## src/rtl/noc_msg_serializer.sv

```systemverilog
// Serializes one wide NoC message (header flit 0 plus payload) into a
// flit-by-flit valid/ready stream, clamping oversize length fields.
module noc_msg_serializer #(
  parameter int DATA_WIDTH = 64,
  parameter int MAX_FLITS  = 9,
  parameter int LEN_LO     = 22,
  parameter int LEN_W      = 8
) (
  input  logic                            clk,
  input  logic                            rst_n,
  input  logic [MAX_FLITS*DATA_WIDTH-1:0] msg_in,
  input  logic                            msg_valid,
  output logic                            msg_ready,
  output logic [DATA_WIDTH-1:0]           data_out,
  output logic                            valid_out,
  input  logic                            ready_out,
  output logic                            busy,
  output logic                            err_oversize
);

  // Handshakes: a transfer happens on a rising clk edge where valid and ready
  // are both high; valid, once raised, holds with stable data until accepted.

  localparam int IDX_W = $clog2(MAX_FLITS);
  localparam logic [LEN_W-1:0] MAX_LEN = LEN_W'(MAX_FLITS - 1);
  localparam logic [IDX_W-1:0] MAX_IDX = IDX_W'(MAX_FLITS - 1);

  typedef enum logic {
    IDLE = 1'b0,
    SEND = 1'b1
  } state_t;

  state_t state_q, state_d;

  logic [DATA_WIDTH-1:0] flit_q  [MAX_FLITS];
  logic [DATA_WIDTH-1:0] flit_in [MAX_FLITS];
  logic [IDX_W-1:0]      idx_q, last_q, idx_nxt, last_in;
  logic [LEN_W-1:0]      len_in;
  logic [DATA_WIDTH-1:0] hdr_fixed;
  logic                  oversize, in_fire, out_fire, at_last;

  // Unpack the message and clamp the header length to what the buffer holds.
  always_comb begin
    for (int i = 0; i < MAX_FLITS; i++) begin
      flit_in[i] = msg_in[i*DATA_WIDTH +: DATA_WIDTH];
    end
    len_in    = msg_in[LEN_LO +: LEN_W];
    oversize  = (len_in > MAX_LEN);
    hdr_fixed = flit_in[0];
    if (oversize) begin
      hdr_fixed[LEN_LO +: LEN_W] = MAX_LEN;
    end
    last_in = oversize ? MAX_IDX : IDX_W'(len_in);
  end

  assign msg_ready = (state_q == IDLE);
  assign valid_out = (state_q == SEND);
  assign busy      = (state_q == SEND);
  assign in_fire   = msg_valid && msg_ready;
  assign out_fire  = valid_out && ready_out;
  assign at_last   = (idx_q == last_q);
  assign idx_nxt   = idx_q + 1'b1;

  always_comb begin
    state_d = state_q;
    case (state_q)
      IDLE: if (in_fire) state_d = SEND;
      SEND: if (out_fire && at_last) state_d = IDLE;
      default: state_d = IDLE;
    endcase
  end

  always_ff @(posedge clk or negedge rst_n) begin
    if (!rst_n) begin
      state_q <= IDLE;
    end else begin
      state_q <= state_d;
    end
  end

  // Datapath: the next flit is staged on the same edge that accepts the
  // current one, giving one flit per cycle under continuous ready.
  always_ff @(posedge clk or negedge rst_n) begin
    if (!rst_n) begin
      idx_q        <= '0;
      last_q       <= '0;
      data_out     <= '0;
      err_oversize <= 1'b0;
      for (int i = 0; i < MAX_FLITS; i++) begin
        flit_q[i] <= '0;
      end
    end else begin
      err_oversize <= in_fire && oversize;
      if (in_fire) begin
        for (int i = 1; i < MAX_FLITS; i++) begin
          flit_q[i] <= flit_in[i];
        end
        flit_q[0] <= hdr_fixed;
        data_out  <= hdr_fixed;
        idx_q     <= '0;
        last_q    <= last_in;
      end else if (out_fire) begin
        if (!at_last) begin
          idx_q    <= idx_nxt;
          data_out <= flit_q[idx_nxt];
        end else begin
          idx_q <= '0;
        end
      end
    end
  end

endmodule

```

## config.mk

```make
export PLATFORM = sky130hd
export DESIGN_NAME = noc_msg_serializer
export DESIGN_NICKNAME = d
export VERILOG_FILES = /design/src/rtl/noc_msg_serializer.sv
export SDC_FILE = /design/constraint.sdc
export NUM_CORES = 2
export LEC_CHECK = 0
export CAP_MARGIN = 20
export CORE_MARGIN = 1.5
export CORE_UTILIZATION = 46
export CTS_CLUSTER_SIZE = 12
export DETAILED_ROUTE_END_ITERATION = 8
export HOLD_SLACK_MARGIN = 0.06
export PLACE_DENSITY = 0.77
export SLEW_MARGIN = 10
export SYNTH_ARGS = -nofsm -noshare
export SYNTH_HDL_FRONTEND = slang
export SYNTH_SLANG_ARGS = --single-unit
```

## constraint.sdc

```tcl
create_clock -name clk -period 2.41 [get_ports clk]
set_input_delay 0.6025 -clock clk [delete_from_list [all_inputs] [get_ports clk]]
set_output_delay 0.6025 -clock clk [all_outputs]
set_load 0.05 [all_outputs]
```

Yosys cells after proc, flatten, opt, wreduce, memory -nomap -nowiden. Cells that the tools add are included.

$add $sub $neg: 1. Magnitude comparators: 2. Equal/unequal tests: 2. Multiplexer cells: 14. Bitwise logic cells: 2. Reduce and logical (&&, ||, !) cells: 6.

Operator list (number): 2-to-1 mux 64 bit (5); binary-select mux 64 bit (select 4 bit) (1); 2-to-1 mux 4 bit (4); greater-than comparator 8 x 4 -> 1 bit, second input constant (1); 2-to-1 mux 8 bit (1); >= comparator 5 bit, second input constant (1); NOT 4 -> 5 bit (1); adder 4 x 1 -> 4 bit, second input constant (1); equality test 4 bit (1); logical AND 1 bit (4); 2-to-1 mux 1 bit (2); inequality test 2 bit, second input constant (1); one-hot mux 1 bit (2 select lines) (1); AND reduction 2 bit (1); nonzero test 2 bit (1); NOT 1 bit (1).

Bits in registers: 650. Word-level logic and storage cells: 41.

Longest topological paths before layout.
Depth in word-level cells: 8. Gate-level depth with buffers: 10. Depth with buffers taken out: 6.

Worst setup path after synthesis. Ideal clock, no wire load.

Kind: register to register. Start point: register idx_q[1]. End point: register data_out[34]. Library setup time: 0.126 ns. Data arrival time: 2.171 ns. Data required time: 2.284 ns. Slack: 0.113 ns. Cell stages (with the launch flop): 8. Buffers on the path: 2. Period minus slack after synthesis: 2.297 ns. Path through: dfrtp_1 -> ha_1 -> clkbuf_1 -> clkbuf_1 -> mux4_2 -> mux2i_1 -> o21ai_1 -> a221o_1.

Word-level cells in the longest chain between the ends: 8. Elaborated cells on any way between the ends: 11. Classes of those cells: add/sub (1); eq/ne (2); mux (6); bitwise (1); reduce/logical (1).

Ends and longest elaborated chain: start, declared (line 37) `logic [IDX_W-1:0] idx_q, last_q, idx_nxt, last_in;`; start signal, assigned (line 104) `idx_q <= idx_nxt;`; adder 4 x 1 -> 4 bit (line 62) `assign idx_nxt = idx_q + 1'b1;`; NOT 4 -> 5 bit (not written as such) (line 105) `data_out <= flit_q[idx_nxt];`; binary-select mux 64 bit (select 4 bit) (line 105); 2-to-1 mux 64 bit (not written as such) (2 in series) (line 105); 2-to-1 mux 64 bit (line 103) `if (!at_last) begin`; 2-to-1 mux 64 bit (line 102) `end else if (out_fire) begin`; 2-to-1 mux 64 bit (line 94) `if (in_fire) begin`; end signal, assigned (line 99) `data_out <= hdr_fixed;`; end signal, assigned (line 105); end, declared (line 14) `output logic [DATA_WIDTH-1:0] data_out,`.

Several ways; a longest one is shown, not always the timed one. The select of a mux whose other input is x is not followed. A chain may end at the register's enable or synchronous reset.

Worst setup path in the final report.
Start point: register data_out[4]. End point: output port data_out[4].

No word-level cell between the ends.

==> flow_summary.json <==
{
  "final_hold_viol_count": 0,
  "route.detailed.vias_per_inst": 5.377,
  "finalHoldWorstSlack_ns": 0.4658,
  "cts-htree-levels": 3,
  "synthesis.nets": 3575,
  "antenna_found_initial": 4,
  "worst_slew_margin_rel": 0.5892,
  "first_iter_violations": 2416,
  "grt_overflow": 0,
  "coreArea_um2": 60580,
  "cts_sinks": 646,
  "postSynthCellCount": 2994,
  "rsz_0062_raised_after_global_routing": "true",
  "first_global_vias": 24670,
  "grt_max_degree": 109,
  "worst_skew_pair.late_latency_ns": 0.61,
  "library_cell_with_the_largest_summed_area_after_synthesis": "sky130_fd_sc_hd__dfrtp_1",
  "final-instance-count-excl-fill": 4465,
  "yosys.cell_types.count": 37,
  "period_minus_slack_ns": 2.380,
  "fin_tns_setup_ns": 0,
  "dp_cells": 4340,
  "crit_path_cell_trace": "clkdlybuf4s50_1",
  "vias": 24010,
  "filler_cell_count": 4710,
  "die-width_um": 251.0,
  "place.gp.congestion": 0.9037,
  "post-cts-setup-buffers": 0,
  "detailroute.wirelength.met3_um": 6318,
  "critical_path.max_fanout": 2,
  "place_hpwl_um": 65130,
  "synthesis.yosys.warnings": 0,
  "post-synth-top-count-cell": "sky130_fd_sc_hd__nand2_1",
  "clk_pin_slew_ns": 0.06,
  "cpMaxStageDelayCell": "sky130_fd_sc_hd__clkdlybuf4s50_1",
  "final_nets": 4212,
  "cts-root-to-sink-buffers": 3,
  "final_core_util": 0.6363,
  "ant_nets": 0,
  "async_reset_ff_frac": 1.000,
  "achievable-frequency_mhz": 420.2,
  "syn-cell-area_um2": 28290,
  "critPathRequiredTime_ns": 1.81,
  "num_io_pins": 648,
  "synth_enable_flop_cells": 0,
  "outcome": "finished clean",
  "route.met2.wl_um": 45350,
  "drv_cap": 0,
  "synth-seq-cells": 646,
  "synth_flop_cell": "sky130_fd_sc_hd__dfrtp_1",
  "synth_seq_area_share": 0.5715,
  "setup_viol": 0,
  "drcViolationCount": 0,
  "total_power_mw": 51.26,
  "placement_rows": 90,
  "total_wirelength_of_the_detailed_routed_design_um": 90800,
  "clock-root-buffer": "sky130_fd_sc_hd__clkbuf_16",
  "ys_top_cells_by_area": "sky130_fd_sc_hd__dfrtp_1 (57%), sky130_fd_sc_hd__nand2_1 (24%), sky130_fd_sc_hd__mux4_2 (9.4%), sky130_fd_sc_hd__mux2i_1 (2.0%), sky130_fd_sc_hd__clkbuf_1 (1.9%)",
  "crit_path_max_incr_delay_ns": 0.84,
  "start_kind": "register",
  "cts_tree": "done",
  "grt_usage": 0.2897,
  "uppermost_routed_layer": "met4",
  "first_pass_iters": 7,
  "vdd_ir_drop_max_v": 0.0007321,
  "hold_path_class": "reg -> reg",
  "fin_crit_sh": 0.9876,
  "die_height_um": 251.0,
  "final.setup_skew_ns": 0.02805,
  "worstPathBufferInverterCount": 1,
  "worst_ep_arrival_time_ns": 1.78,
  "critPathKind": "reg -> out",
  "wl_cell_um": 20.34,
  "postSynthAreaPerCell_um2": 9.448,
  "syn_to_final_growth_pct": 36.28,
  "fraction_of_layout_instances_using_a_drive_strength_above_1": 0.09380,
  "place.port_buffers": 647,
  "die-area_um2": 62990,
  "cp_top_family": "buffers and inverters",
  "wire_length_of_the_first_global_routing_pass_um": 140000,
  "initial_core_util": 0.4669,
  "worst-slew-pin-transition_ns": 0.6186,
  "synth.cells.most_frequent": "sky130_fd_sc_hd__nand2_1 (1772), sky130_fd_sc_hd__dfrtp_1 (646), sky130_fd_sc_hd__clkbuf_1 (141)",
  "final_max_slew_viol_count": 0,
  "detail_route.wirelength.met1_um": 35300,
  "cellPowerDensity_nw_per_um2": 1330,
  "synth_top_area_frac": 0.5715,
  "leakagePower_nw": 18.97,
  "worst_setup_path_end_kind": "primary output",
  "cts_made_buffers": 70
}
-- worst register-to-register path, cell delays in order, from the launching register on --
cell and delay (ns):
sky130_fd_sc_hd__dfrtp_4 0.53, sky130_fd_sc_hd__ha_4 0.23, sky130_fd_sc_hd__xor2_4 0.24, sky130_fd_sc_hd__buf_12 0.25
sky130_fd_sc_hd__mux4_2 0.41, sky130_fd_sc_hd__mux2i_1 0.16, sky130_fd_sc_hd__o21ai_1 0.07, sky130_fd_sc_hd__a221o_1 0.25
-- cell usage in the layout, fill, tap and decap left out, types with 4 or more instances in the layout --
cell and count:
sky130_fd_sc_hd__buf_4 75, sky130_fd_sc_hd__buf_12 40, sky130_fd_sc_hd__a221o_1 23, sky130_fd_sc_hd__clkbuf_8 11
sky130_fd_sc_hd__a21o_1 4, sky130_fd_sc_hd__mux4_2 118, sky130_fd_sc_hd__clkbuf_16 71, sky130_fd_sc_hd__a222oi_1 24
sky130_fd_sc_hd__clkbuf_1 18, sky130_fd_sc_hd__dlygate4sd2_1 61, sky130_fd_sc_hd__o2111ai_1 7, sky130_fd_sc_hd__clkdlybuf4s50_1 580
sky130_fd_sc_hd__a31oi_1 5, sky130_fd_sc_hd__diode_2 5, sky130_fd_sc_hd__a21oi_1 7, sky130_fd_sc_hd__a32oi_1 9
sky130_fd_sc_hd__o21ai_0 9, sky130_fd_sc_hd__bufinv_16 5, sky130_fd_sc_hd__dfrtp_1 645, sky130_fd_sc_hd__nor2_1 10
sky130_fd_sc_hd__and2_1 6, sky130_fd_sc_hd__nand4_1 6, sky130_fd_sc_hd__xnor2_1 4, sky130_fd_sc_hd__nand2_1 1772
sky130_fd_sc_hd__o21ai_1 44, sky130_fd_sc_hd__clkinv_2 7, sky130_fd_sc_hd__mux2i_1 56, sky130_fd_sc_hd__nand3_1 27
-- metrics by stage --
step,area (µm²),setup WS [ns]
global placement,36320,-0.02363
floorplan,28290,0.1127
CTS,38530,0.0006619
detailed placement,36320,-0.09808
finish,38550,0.03000
global route,38550,-0.01593
-- state kept, by name, summed over array words and instances (netlist names) --
signal,count
idx_q,4
flit_q,576
busy,1
data_out,64
err_oversize,1
-- kinds of logic (layout without fill, tap and decap cells) --
family | after synthesis | after routing | synth area share
buf+inv | 196 | 880 | 0.02933
other cells | 0 | 5 | 0
compound gates | 137 | 137 | 0.03592
xor+xnor | 7 | 7 | 0.002167
simple gates | 1833 | 1833 | 0.2469
fa+ha+maj | 1 | 1 | 0.0004423
mux | 174 | 174 | 0.1138
flops | 646 | 646 | 0.5715
-- power breakdown --
group	internal, mW	leakage (nW)	switching [mW]
Combinational	9.65	9.76	12.0
Clock	6.33	1.12	4.46
Sequential	15.8	8.10	3.00
Total	31.8	19.0	19.4
-- final timing paths --
path                             startpoint           end  slack [ns]  depth (start not counted)
worst min register to register   flit_q[61]    flit_q[61]        0.47                          2
worst max register to register     idx_q[0]  data_out[23]        0.16                          7
min in group asynchronous             rst_n   flit_q[378]        0.55                          2
max in group asynchronous             rst_n   flit_q[320]        1.00                          3
worst max-delay path            data_out[4]   data_out[4]        0.03                          1
worst min-delay path             flit_q[61]    flit_q[61]        0.47                          2
-- routing by layer --
| layer | up-vias | GRT usage |
|---|---|---|
| met3 | 215 | 0.04608 |
| li1 | 10950 | - |
| met4 | 0 | 0.1315 |
| met1 | 11730 | 0.3663 |
| met2 | 1112 | 0.4929 |
| met5 | - | 0 |
-- layout make-up --
type	instances	area [µm²]	area share
Tap cell	782	978.4	0.02538
Sequential cell	646	16170	0.4194
Inverter	2	7.507	0.0001947
Clock inverter	19	282.8	0.007335
Multi-Input combinational cell	2152	11360	0.2947
Timing Repair Buffer	759	7741	0.2008
Antenna cell	5	12.51	0.0003246
Clock buffer	100	1996	0.05177
-- timing repair --
item                                    4_1_cts  5_1_grt
endpoints found under the setup margin       61        3
hold buffers                                  1        0
gates cloned                                  0        0
gates resized for setup                      61        1
hold endpoints to repair                     28        0
Note: power is estimated with default switching activity, not from simulation.
